### src/rtl/cpu_defs.sv
// cpu_defs: shared encodings for the MIPS pipeline select fields
package cpu_defs;
    typedef enum logic [1:0] {A3_RT = 2'b00, A3_RD = 2'b01, A3_LINK = 2'b10, A3_NONE = 2'b11} a3_sel_e;
    typedef enum logic [1:0] {WD_ALU = 2'b00, WD_DM = 2'b01, WD_EXT = 2'b10, WD_LINK = 2'b11} wd_sel_e;
    typedef enum logic [2:0] {LD_W = 3'd0, LD_BU = 3'd1, LD_B = 3'd2, LD_HU = 3'd3, LD_H = 3'd4} ld_mode_e;
endpackage

### src/rtl/load_ext.sv
// load_ext: combinational sub-word lane select and sign/zero extension of a loaded word
module load_ext
    import cpu_defs::*;
#(
    parameter int DATA_W = 32
) (
    input  logic [DATA_W-1:0] word,
    input  logic [1:0]        byte_off,
    input  logic [2:0]        ld_mode,
    output logic [DATA_W-1:0] ext
);
    logic [7:0]  b;
    logic [15:0] h;
    // halfword lane ignores byte_off[0]; misalignment is trapped upstream
    always_comb begin
        b   = word[8*byte_off +: 8];
        h   = word[16*byte_off[1] +: 16];
        ext = (ld_mode == LD_BU) ? {{(DATA_W-8){1'b0}}, b} :
              (ld_mode == LD_B)  ? {{(DATA_W-8){b[7]}}, b} :
              (ld_mode == LD_HU) ? {{(DATA_W-16){1'b0}}, h} :
              (ld_mode == LD_H)  ? {{(DATA_W-16){h[15]}}, h} : word;
    end
endmodule

### src/rtl/wb_sel_stage.sv
// wb_sel_stage: MEM/WB register with GRF destination/data select, load extension and retire counter
module wb_sel_stage
    import cpu_defs::*;
#(
    parameter int DATA_W   = 32,
    parameter int RADDR_W  = 5,
    parameter int LINK_REG = 31,
    parameter int LINK_OFS = 8,
    parameter int CNT_W    = 32
) (
    input  logic               clk,
    input  logic               reset,
    input  logic               stall,
    input  logic               flush,
    input  logic               in_valid,
    input  logic [DATA_W-1:0]  alu_res,
    input  logic [DATA_W-1:0]  dm_rdata,
    input  logic [DATA_W-1:0]  ext_imm,
    input  logic [DATA_W-1:0]  pc,
    input  logic [RADDR_W-1:0] rt,
    input  logic [RADDR_W-1:0] rd,
    input  logic [1:0]         a3_sel,
    input  logic [1:0]         wd_sel,
    input  logic [2:0]         ld_mode,
    input  logic [1:0]         byte_off,
    output logic               grf_we,
    output logic [RADDR_W-1:0] grf_a3,
    output logic [DATA_W-1:0]  grf_wd,
    output logic               fwd_valid,
    output logic               out_valid,
    output logic [CNT_W-1:0]   retired
);
    typedef struct packed {
        logic               valid;
        logic [DATA_W-1:0]  alu_res;
        logic [DATA_W-1:0]  dm_rdata;
        logic [DATA_W-1:0]  ext_imm;
        logic [DATA_W-1:0]  pc;
        logic [RADDR_W-1:0] rt;
        logic [RADDR_W-1:0] rd;
        logic [1:0]         a3_sel;
        logic [1:0]         wd_sel;
        logic [2:0]         ld_mode;
        logic [1:0]         byte_off;
    } stage_t;
    stage_t st_q;
    logic [DATA_W-1:0] ld_wd;
    always_ff @(posedge clk) begin
        if (!reset || flush)
            st_q <= '0;
        else if (!stall)
            st_q <= '{in_valid, alu_res, dm_rdata, ext_imm, pc, rt, rd, a3_sel, wd_sel, ld_mode, byte_off};
    end
    // a flushed valid instruction still counts; reset discards it uncounted
    always_ff @(posedge clk) begin
        if (!reset)
            retired <= '0;
        else if (st_q.valid && (flush || !stall))
            retired <= retired + CNT_W'(1);
    end
    load_ext #(.DATA_W(DATA_W)) u_load_ext (
        .word     (st_q.dm_rdata),
        .byte_off (st_q.byte_off),
        .ld_mode  (st_q.ld_mode),
        .ext      (ld_wd)
    );
    always_comb begin
        grf_a3 = (st_q.a3_sel == A3_RT)   ? st_q.rt :
                 (st_q.a3_sel == A3_RD)   ? st_q.rd :
                 (st_q.a3_sel == A3_LINK) ? RADDR_W'(LINK_REG) : '0;
        grf_wd = (st_q.wd_sel == WD_ALU) ? st_q.alu_res :
                 (st_q.wd_sel == WD_DM)  ? ld_wd :
                 (st_q.wd_sel == WD_EXT) ? st_q.ext_imm : st_q.pc + DATA_W'(LINK_OFS);
        grf_we    = st_q.valid && (grf_a3 != '0);
        fwd_valid = grf_we;
        out_valid = st_q.valid;
    end
endmodule

### config.mk
export PLATFORM = sky130hd
export DESIGN_NAME = wb_sel_stage
export DESIGN_NICKNAME = d
export VERILOG_FILES = /design/src/rtl/cpu_defs.sv /design/src/rtl/load_ext.sv /design/src/rtl/wb_sel_stage.sv
export SDC_FILE = /design/constraint.sdc
export NUM_CORES = 1
export LEC_CHECK = 0
export CORE_UTILIZATION = 45
export DETAILED_ROUTE_END_ITERATION = 16
export GPL_TIMING_DRIVEN = 1
export PLACE_DENSITY_LB_ADDON = 0.25
export SLEW_MARGIN = 20
export SYNTH_ARGS = -nofsm -noshare
export SYNTH_HDL_FRONTEND = slang
export SYNTH_SLANG_ARGS = --single-unit
### constraint.sdc
create_clock -name clk -period 2.7 [get_ports clk]
set_input_delay 0.81 -clock clk [delete_from_list [all_inputs] [get_ports clk]]
set_output_delay 0.81 -clock clk [all_outputs]
set_load 0.03 [all_outputs]
==> impl_results.html, run 1 <==
<table>
<tr><th>Metric</th><th>Value</th></tr>
<tr><th colspan="2">Worst setup path</th></tr>
<tr><td>Worst reg2reg path startpoint</td><td>retired[5]</td></tr>
<tr><td>Launching element type of the critical path</td><td>register</td></tr>
<tr><td>Sequence of cells on the critical path</td><td>buf_6, nor3b_4, o21ai_4, buf_6, mux2i_1, a21oi_2, a311o_1, buf_6</td></tr>
<tr><td>WP data required</td><td>1.89 ns</td></tr>
<tr><td>Max FO, Critical Path</td><td>6</td></tr>
<tr><td>Reg-to-Reg End</td><td>retired[29]</td></tr>
<tr><td>Worst setup slack for register-to-register paths</td><td>0.55 ns</td></tr>
<tr><td>Cell occurring most often along the worst timing path</td><td>buf_6</td></tr>
<tr><td>Arrival time worst endpoint</td><td>2.32 ns</td></tr>
<tr><td>Critical path's slowest cell</td><td>dfxtp_2</td></tr>
<tr><td>Max incr delay on CP</td><td>~0.35 ns</td></tr>
<tr><td>Reg2Reg Depth</td><td>5</td></tr>
<tr><td>Critical Path End Type</td><td>output pin</td></tr>
<tr><td>Worst Setup Path Type</td><td>register to output pin</td></tr>
<tr><th colspan="2">Timing</th></tr>
<tr><td>Setup repair after global routing missed its margin</td><td>yes</td></tr>
<tr><td>WHS</td><td>0.469 ns</td></tr>
<tr><td>Final period demand of the worst path</td><td>around 3.1 ns</td></tr>
<tr><td>Post-route setup TNS</td><td>-10.32 ns</td></tr>
<tr><td>Final setup fails</td><td>34</td></tr>
<tr><td>Actual slew at the worst max-slew pin</td><td>1.14 ns</td></tr>
<tr><td>Highest clock rate</td><td>0.319 GHz</td></tr>
<tr><td>Slew HR</td><td>0.237</td></tr>
<tr><td>Max-slew violation count</td><td>0</td></tr>
<tr><td>Clock skew</td><td>0.00587 ns</td></tr>
<tr><td>Period Utilization, post-route</td><td>1.16</td></tr>
<tr><td>Final number of hold-violating endpoints</td><td>0</td></tr>
<tr><td>Post-route worst setup slack</td><td>-0.432 ns</td></tr>
<tr><th colspan="2">Synthesis</th></tr>
<tr><td>Most frequent cell after synthesis</td><td>nor2_1</td></tr>
<tr><td>Seq/Total Area, Yosys</td><td>0.409</td></tr>
<tr><td>Area fraction of the dominant cell type after synthesis</td><td>0.409</td></tr>
<tr><td>Proportion of register bits with asynchronous set or reset after synthesis</td><td>0</td></tr>
<tr><td>Number of warning messages in the yosys log</td><td>0</td></tr>
<tr><td>Number of synthesized flops with an enable pin</td><td>0</td></tr>
<tr><td>Post-synthesis cell type with the largest combined area</td><td>dfxtp_1</td></tr>
<tr><td>Top cell types by occurrence after synthesis</td><td>nor2_1 (208), dfxtp_1 (180), mux2i_1 (179)</td></tr>
<tr><td>Number of different library cells in the post-synthesis netlist</td><td>52</td></tr>
<tr><td>Largest cells by area after synthesis</td><td>dfxtp_1 (41%), mux2i_1 (20%), nor2_1 (8.9%)</td></tr>
<tr><td>Post-Syn Nets</td><td>about 1200</td></tr>
<tr><td>Mean area per synthesized cell</td><td>about 8.8 um2</td></tr>
<tr><td>Post-Syn Instances</td><td>997</td></tr>
<tr><td>Most used flip-flop cell after synthesis</td><td>dfxtp_1</td></tr>
<tr><td>Seq cells post-synth</td><td>180</td></tr>
<tr><td>Post-synthesis instance area</td><td>0.00882 mm2</td></tr>
<tr><th colspan="2">Floorplan</th></tr>
<tr><td>Total Die Area</td><td>0.0202 mm2</td></tr>
<tr><td>Number of standard-cell rows in the floorplan</td><td>50</td></tr>
<tr><td>DIE WIDTH</td><td>142 um</td></tr>
<tr><td>Area inside the core boundary</td><td>about 0.019 mm2</td></tr>
<tr><td>Height of the chip</td><td>about 140 um</td></tr>
<tr><td>Effective utilization at floorplan</td><td>0.465</td></tr>
<tr><td>Top-Level Pins</td><td>roughly 220</td></tr>
<tr><th colspan="2">Cells and area</th></tr>
<tr><td>Final non-filler cell area</td><td>between 0.01 and 0.015 mm2</td></tr>
<tr><td>Area of the multi-input gates</td><td>roughly 0.0053 mm2</td></tr>
<tr><td>NumNets Final</td><td>between 1000 and 1500</td></tr>
<tr><td>Filler instances</td><td>1445</td></tr>
<tr><td>Antenna diode instance count</td><td>0</td></tr>
<tr><td>Area added between synthesis and finish</td><td>49.3%</td></tr>
<tr><td>Area used by sequential logic in the layout</td><td>around 0.0036 mm2</td></tr>
<tr><td>Ratio of cells with drive above 1 in the final layout</td><td>0.213</td></tr>
<tr><th colspan="2">Clocking</th></tr>
<tr><td>CTS Sinks</td><td>180</td></tr>
<tr><td>Clock tree from TritonCTS</td><td>yes</td></tr>
<tr><td>Level count of the clock H-tree</td><td>4</td></tr>
<tr><td>Clk pin slew, worst setup/hold paths</td><td>0.07 ns</td></tr>
<tr><td>Maximum buffer depth of the clock tree</td><td>2</td></tr>
<tr><td>Total clock buffers created by CTS</td><td>17</td></tr>
<tr><td>Clock insertion delay at the later pin of the skew report</td><td>0.44 ns</td></tr>
<tr><td>Clk root buf</td><td>clkbuf_16</td></tr>
<tr><td>Hold_buf cts</td><td>0</td></tr>
<tr><th colspan="2">Drt</th></tr>
<tr><td>Post-Route WL</td><td>27400 um</td></tr>
<tr><td>Length of the first detailed-routing pass in iterations</td><td>5</td></tr>
<tr><td>Routed wirelength normalized by instance count</td><td>17.7 um</td></tr>
<tr><td>Count of vias placed by the detailed router</td><td>8516</td></tr>
<tr><td>Detail Route Antenna Nets</td><td>0</td></tr>
<tr><td>DRC violation total after the first TritonRoute iteration</td><td>533</td></tr>
<tr><td>DRC violations left</td><td>0</td></tr>
<tr><td>Via density per instance</td><td>~5.5</td></tr>
<tr><th colspan="2">Status</th></tr>
<tr><td>Run status</td><td>finished, violations left</td></tr>
<tr><td>Violated checks</td><td>setup timing</td></tr>
<tr><th colspan="2">Power</th></tr>
<tr><td>Worst voltage drop across the vdd grid</td><td>around 0.00045 V</td></tr>
<tr><td>Power density normalized to cell area</td><td>between 400 and 500 mW/mm2</td></tr>
<tr><td>Leakage component of the power</td><td>between 5 and 6 nW</td></tr>
<tr><th colspan="2">Flow run</th></tr>
<tr><td>MaxCap Viol Count</td><td>0</td></tr>
<tr><th colspan="2">Min path</th></tr>
<tr><td>Startpoint of the tightest hold check path</td><td>retired[31]</td></tr>
<tr><td>Min-Delay Path Depth</td><td>2</td></tr>
<tr><td>Destination of the worst hold path</td><td>retired[31]</td></tr>
<tr><td>Classification of the worst-slack hold path</td><td>register to register</td></tr>
<tr><th colspan="2">Global routing</th></tr>
<tr><td>Largest net degree at the start of global routing</td><td>between 100 and 150</td></tr>
<tr><td>Via count of the first global-routing pass</td><td>8201</td></tr>
<tr><td>Total global routing overflow</td><td>0</td></tr>
<tr><td>Wire length of the first global-routing pass</td><td>42400 um</td></tr>
<tr><td>Initial antenna violation count</td><td>1</td></tr>
<tr><td>GRT Overall Usage</td><td>0.271</td></tr>
<tr><th colspan="2">Placement</th></tr>
<tr><td>Placed Area</td><td>0.0119 mm2</td></tr>
<tr><td>Final Wtd Congestion</td><td>0.911</td></tr>
<tr><td>Port-buffer cells</td><td>approximately 220</td></tr>
<tr><td>Post-detailed-placement half-perimeter wirelength</td><td>19300 um</td></tr>
</table>
[per-layer routing]
layer | track usage | part of all wire | wire, um
met1 | 0.353 | 0.44 | 11900
met2 | 0.442 | 0.46 | 12700
met3 | 0.0461 | 0.067 | 1830
met4 | 0.118 | 0.033 | 913
met5 | 0 | 0.00051 | 14
[where the power goes]
group          total (W)  leakage, nW  internal, W  switching [W]
clock            0.00242        0.278      0.00125        0.00117
sequential       0.00279         1.47      0.00273      0.0000636
combinational   0.000965         3.57     0.000525       0.000440
total            0.00618         5.32      0.00450        0.00168
[cell type report]
type                       count  area share
sequential                   180       0.276
timing repair buffer         327       0.247
inverter                      14     0.00399
multi-input combinational    730       0.405
clock buffer                  18      0.0333
tap                          260      0.0247
clock inverter                14      0.0101
[sequential cells by signal, indices dropped and copies added (netlist names)]
register and cells:
out_valid 1, retired 32, st_q 147
[critical path, delay by kind of cell (launching register included)]
| family | cells | cell delay, ns |
|---|---|---|
| compound gates | 3 | 0.57 |
| buf+inv | 3 | 0.44 |
| flops | 1 | 0.35 |
| simple gates | 1 | 0.29 |
| mux | 1 | 0.26 |
[cell families (layout without fill, tap and decap cells)]
family,Yosys count,after routing,synth area share
AND/OR/NAND/NOR,365,365,0.189
XOR/XNOR,40,40,0.0397
multiplexers,189,189,0.229
flip-flops,180,180,0.409
adder cells (fa/ha/maj),2,2,0.00284
buffers and inverters,87,373,0.0383
AO/OA/AOI/OAI,134,134,0.0933
[cells in the final DEF, fill, tap and decap left out, drive strengths merged, types with 7 or more instances in the layout]
cell,instances
nand2,38
inv,22
mux2i,179
nor2,208
dfxtp,180
nand3,19
nor3,25
or4,7
xnor2,30
xor2,10
nand4,14
a21oi,37
nor4,13
clkbuf,19
buf,138
or3,7
clkdlybuf4s50,185
o221ai,7
and4,7
o21ai,52
mux4,10
[worst max path at each step]
stage | from | endpoint | slack [ns] | cells past startpoint
final | st_q[3] | grf_wd[9] | -0.43 | 8
after global routing | st_q[31] | grf_wd[24] | -0.47 | 8
after CTS | st_q[0] | grf_wd[13] | -0.39 | 7
after detailed placement | st_q[0] | grf_wd[7] | -0.41 | 5
after global placement | st_q[0] | grf_wd[7] | -0.39 | 5
after floorplan | st_q[3] | grf_wd[30] | -0.09 | 7
[per-stage QoR]
step / util / std cells / setup WS (ns) / power, W
after global placement: 0.630 / 1493 / -0.388 / 0.00374
after CTS: 0.688 / 1540 / -0.389 / 0.00619
final: 0.695 / 1543 / -0.432 / 0.00618
after floorplan: - / 997 / -0.0913 / 0.00328
after detailed placement: 0.630 / 1493 / -0.413 / 0.00375
after global routing: 0.695 / 1543 / -0.470 / 0.00639
[timing repair]
item,in CTS,in global routing
cloned,1,0
endpoints found under the setup margin,39,36
resized for setup,149,27
buffers inserted,14,3
pin swaps,30,13
hold endpoints to repair,0,0
Power figures use the tool's default switching activity.
==> run 2, diff against run 1 <==
- RECOVER_POWER: unset -> 25
- REMOVE_ABC_BUFFERS: unset -> 1
==> impl_results.html, run 2 (synthesis results as in run 1) <==
<table>
<tr><th>Metric</th><th>Value</th></tr>
<tr><th colspan="2">Timing</th></tr>
<tr><td>Actual slew at the worst max-slew pin</td><td>1.08 ns (was 1.14 ns)</td></tr>
<tr><td>Final period demand of the worst path</td><td>3.18 ns (was 3.13 ns)</td></tr>
<tr><td>Final number of hold-violating endpoints</td><td>0 (unchanged)</td></tr>
<tr><td>Max-slew violation count</td><td>0 (unchanged)</td></tr>
<tr><td>Post-route worst setup slack</td><td>-0.484 ns (was -0.432 ns)</td></tr>
<tr><td>Highest clock rate</td><td>0.314 GHz (was 0.319 GHz)</td></tr>
<tr><td>Slew HR</td><td>0.278 (was 0.237)</td></tr>
<tr><td>Final setup fails</td><td>34 (unchanged)</td></tr>
<tr><td>Clock skew</td><td>0.00734 ns (was 0.00587 ns)</td></tr>
<tr><td>Period Utilization, post-route</td><td>1.18 (was 1.16)</td></tr>
<tr><td>Setup repair after global routing missed its margin</td><td>yes (unchanged)</td></tr>
<tr><th colspan="2">Worst setup path</th></tr>
<tr><td>WP data required</td><td>1.89 ns (about the same)</td></tr>
<tr><td>Worst reg2reg path startpoint</td><td>retired[5] (unchanged)</td></tr>
<tr><td>Arrival time worst endpoint</td><td>2.37 ns (was 2.32 ns)</td></tr>
<tr><td>Max incr delay on CP</td><td>0.50 ns (was 0.35 ns)</td></tr>
<tr><td>Worst Setup Path Type</td><td>register to output pin (unchanged)</td></tr>
<tr><td>Buffers plus inverters on the worst setup path</td><td>2 (was 3)</td></tr>
<tr><td>Critical Path End Type</td><td>output pin (unchanged)</td></tr>
<tr><td>Launching element type of the critical path</td><td>register (unchanged)</td></tr>
<tr><td>Crit-path leading delay family</td><td>simple AND/OR/NAND/NOR gates (was compound AO/OA/AOI/OAI gates)</td></tr>
<tr><td>Max FO, Critical Path</td><td>7 (was 6)</td></tr>
<tr><td>Critical path's slowest cell</td><td>or3b_2 (was dfxtp_2)</td></tr>
<tr><td>Crit. Startpoint</td><td>st_q[4] (was st_q[3])</td></tr>
<tr><td>Sequence of cells on the critical path</td><td>or3b_2, nand2b_4, buf_6, o21ai_1, nand2_1, a311oi_2, buf_4 (was buf_6, nor3b_4, o21ai_4, buf_6, mux2i_1, a21oi_2, a311o_1, buf_6)</td></tr>
<tr><th colspan="2">Floorplan</th></tr>
<tr><td>DIE WIDTH</td><td>142 um (unchanged)</td></tr>
<tr><td>Top-Level Pins</td><td>224 (unchanged)</td></tr>
<tr><td>Total Die Area</td><td>0.0202 mm2 (unchanged)</td></tr>
<tr><td>Effective utilization at floorplan</td><td>0.465 (unchanged)</td></tr>
<tr><td>Number of standard-cell rows in the floorplan</td><td>50 (unchanged)</td></tr>
<tr><td>Height of the chip</td><td>142 um (unchanged)</td></tr>
<tr><td>Area inside the core boundary</td><td>0.0190 mm2 (unchanged)</td></tr>
<tr><th colspan="2">Cells and area</th></tr>
<tr><td>Most frequent standard cell in the layout excluding fill and tap cells</td><td>nor2_1 (unchanged)</td></tr>
<tr><td>Flip-flop count of the largest register, all copies and words added</td><td>147 (unchanged)</td></tr>
<tr><td>Ratio of cells with drive above 1 in the final layout</td><td>0.230 (was 0.213)</td></tr>
<tr><td>NumNets Final</td><td>1448 (was 1424)</td></tr>
<tr><td>Final Core Density</td><td>0.709 (was 0.695)</td></tr>
<tr><td>Most used cells in the layout excluding fill and tap cells</td><td>nor2_1 (202), clkdlybuf4s50_1 (182), mux2i_1 (172) (was nor2_1 (206), clkdlybuf4s50_1 (185), mux2i_1 (176))</td></tr>
<tr><td>Area added between synthesis and finish</td><td>52.4% (was 49.3%)</td></tr>
<tr><td>Top register by number of flip-flops</td><td>st_q (unchanged)</td></tr>
<tr><th colspan="2">Power</th></tr>
<tr><td>Power density normalized to cell area</td><td>465 mW/mm2 (was 469 mW/mm2)</td></tr>
<tr><td>Worst voltage drop across the vdd grid</td><td>0.000501 V (was 0.000454 V)</td></tr>
<tr><td>Total power of the final layout</td><td>0.00625 W (was 0.00618 W)</td></tr>
<tr><td>Leakage component of the power</td><td>5.46 nW (was 5.32 nW)</td></tr>
<tr><th colspan="2">Clocking</th></tr>
<tr><td>Clock tree from TritonCTS</td><td>yes (unchanged)</td></tr>
<tr><td>Clock insertion delay at the later pin of the skew report</td><td>0.43 ns (was 0.44 ns)</td></tr>
<tr><td>Clk pin slew, worst setup/hold paths</td><td>0.07 ns (about the same)</td></tr>
<tr><td>CTS Sinks</td><td>180 (unchanged)</td></tr>
<tr><td>Clk root buf</td><td>clkbuf_16 (unchanged)</td></tr>
<tr><td>Total clock buffers created by CTS</td><td>17 (unchanged)</td></tr>
<tr><td>Level count of the clock H-tree</td><td>4 (unchanged)</td></tr>
<tr><td>Maximum buffer depth of the clock tree</td><td>2 (unchanged)</td></tr>
<tr><td>Hold_buf cts</td><td>0 (unchanged)</td></tr>
<tr><th colspan="2">Drt</th></tr>
<tr><td>DRC violation total after the first TritonRoute iteration</td><td>531 (was 533)</td></tr>
<tr><td>Length of the first detailed-routing pass in iterations</td><td>5 (unchanged)</td></tr>
<tr><td>Via density per instance</td><td>5.46 (was 5.52)</td></tr>
<tr><td>Routed wirelength normalized by instance count</td><td>18.0 um (was 17.7 um)</td></tr>
<tr><td>Count of vias placed by the detailed router</td><td>8556 (was 8516)</td></tr>
<tr><td>DRC violations left</td><td>0 (unchanged)</td></tr>
<tr><td>Detail Route Antenna Nets</td><td>0 (unchanged)</td></tr>
<tr><td>Post-Route WL</td><td>28200 um (was 27400 um)</td></tr>
<tr><th colspan="2">Placement</th></tr>
<tr><td>Port-buffer cells</td><td>223 (unchanged)</td></tr>
<tr><td>Post-detailed-placement half-perimeter wirelength</td><td>19500 um (was 19300 um)</td></tr>
<tr><td>Final Wtd Congestion</td><td>0.901 (was 0.911)</td></tr>
<tr><th colspan="2">Global routing</th></tr>
<tr><td>Via count of the first global-routing pass</td><td>8267 (was 8201)</td></tr>
<tr><td>Initial antenna violation count</td><td>2 (was 1)</td></tr>
<tr><td>GRT Overall Usage</td><td>0.274 (was 0.271)</td></tr>
<tr><td>Total global routing overflow</td><td>0 (unchanged)</td></tr>
<tr><td>Largest net degree at the start of global routing</td><td>118 (was 149)</td></tr>
<tr><td>Wire length of the first global-routing pass</td><td>42800 um (was 42400 um)</td></tr>
<tr><th colspan="2">Flow run</th></tr>
<tr><td>MaxCap Viol Count</td><td>0 (unchanged)</td></tr>
<tr><th colspan="2">Status</th></tr>
<tr><td>Violated checks</td><td>setup timing (unchanged)</td></tr>
<tr><td>Run status</td><td>finished, violations left (unchanged)</td></tr>
<tr><th colspan="2">Min path</th></tr>
<tr><td>Startpoint of the tightest hold check path</td><td>retired[31] (unchanged)</td></tr>
<tr><td>Classification of the worst-slack hold path</td><td>register to register (unchanged)</td></tr>
</table>
==> run 2: cell types whose count changed in the layout (fill, tap and decap cells not counted), moves of 4 or more <==
cell           before  now
inv_8               5    0
buf_4              85  100
nor2_2              0    5
o21ai_0            24   31
buf_12             12   17
nor2_1            206  202
dlygate4sd2_1       1    5
o21ai_1            12    7
mux2i_4             0    5
mux2i_1           176  172
==> run 2: what timing repair did <==
action / in CTS / in global routing
pin swaps: 37 / 35
setup endpoints to repair: 39 / 34
gates resized for setup: 151 / 58
cloned: 2 / 0
buffers inserted: 9 / 7
==> run 2: cell type report <==
cell class | instances | area (um2)
flip-flops and latches | 180 | 3630
clock buffers | 18 | 439
multi-input cells | 730 | 5350
repair buffers | 351 | 3490
well taps | 260 | 325
inverters | 14 | 52.6
clock inverters | 13 | 146
diodes | 1 | 2.50
fillers | 1443 | 5520
==> run 2: layer usage <==
| metal | GRT usage | vias up | wire length [um] |
|---|---|---|---|
| met2 | 0.462 | 351 | 13500 |
| met5 | 0 | - | 13 |
| met3 | 0.0717 | 54 | 2030 |
| li1 | - | 4110 | - |
| met1 | 0.336 | 4039 | 11900 |
| met4 | 0.102 | 2 | 801 |
==> run 2: path summary, 6_finish.rpt <==
path | cells past startpoint | endpoint | slack, ns
max | 7 | grf_wd[30] | -0.48
min | 2 | retired[31] | 0.48
max reg2reg | 5 | retired[25] | 0.53
min reg2reg | 2 | retired[31] | 0.48
==> run 2: stage by stage <==
stage	instance area [um2]	hold WS, ns	worst slack (ns)	cells	setup TNS (ns)
after global placement	12100	0.458	-0.387	1519	-4.53
after floorplan	8530	0.455	-1.12	924	-177.33
after global routing	13400	0.498	-0.543	1566	-13.77
final	13400	0.483	-0.484	1567	-11.11
after detailed placement	12100	0.469	-0.406	1519	-5.40
after CTS	13200	0.484	-0.505	1560	-11.79
==> run 2: where the power goes <==
group          leakage (nW)  internal, W  switching [W]  total (W)
clock                 0.284      0.00140        0.00110    0.00250
combinational          3.70     0.000528       0.000448   0.000976
sequential             1.47      0.00273      0.0000560    0.00278
total                  5.46      0.00465        0.00160    0.00625
==> run 2: worst min-delay path: cells and delay by family (launching register included) <==
kind,cells,cell delay [ns]
simple gates,1,0.06
mux,1,0.05
flops,1,0.33
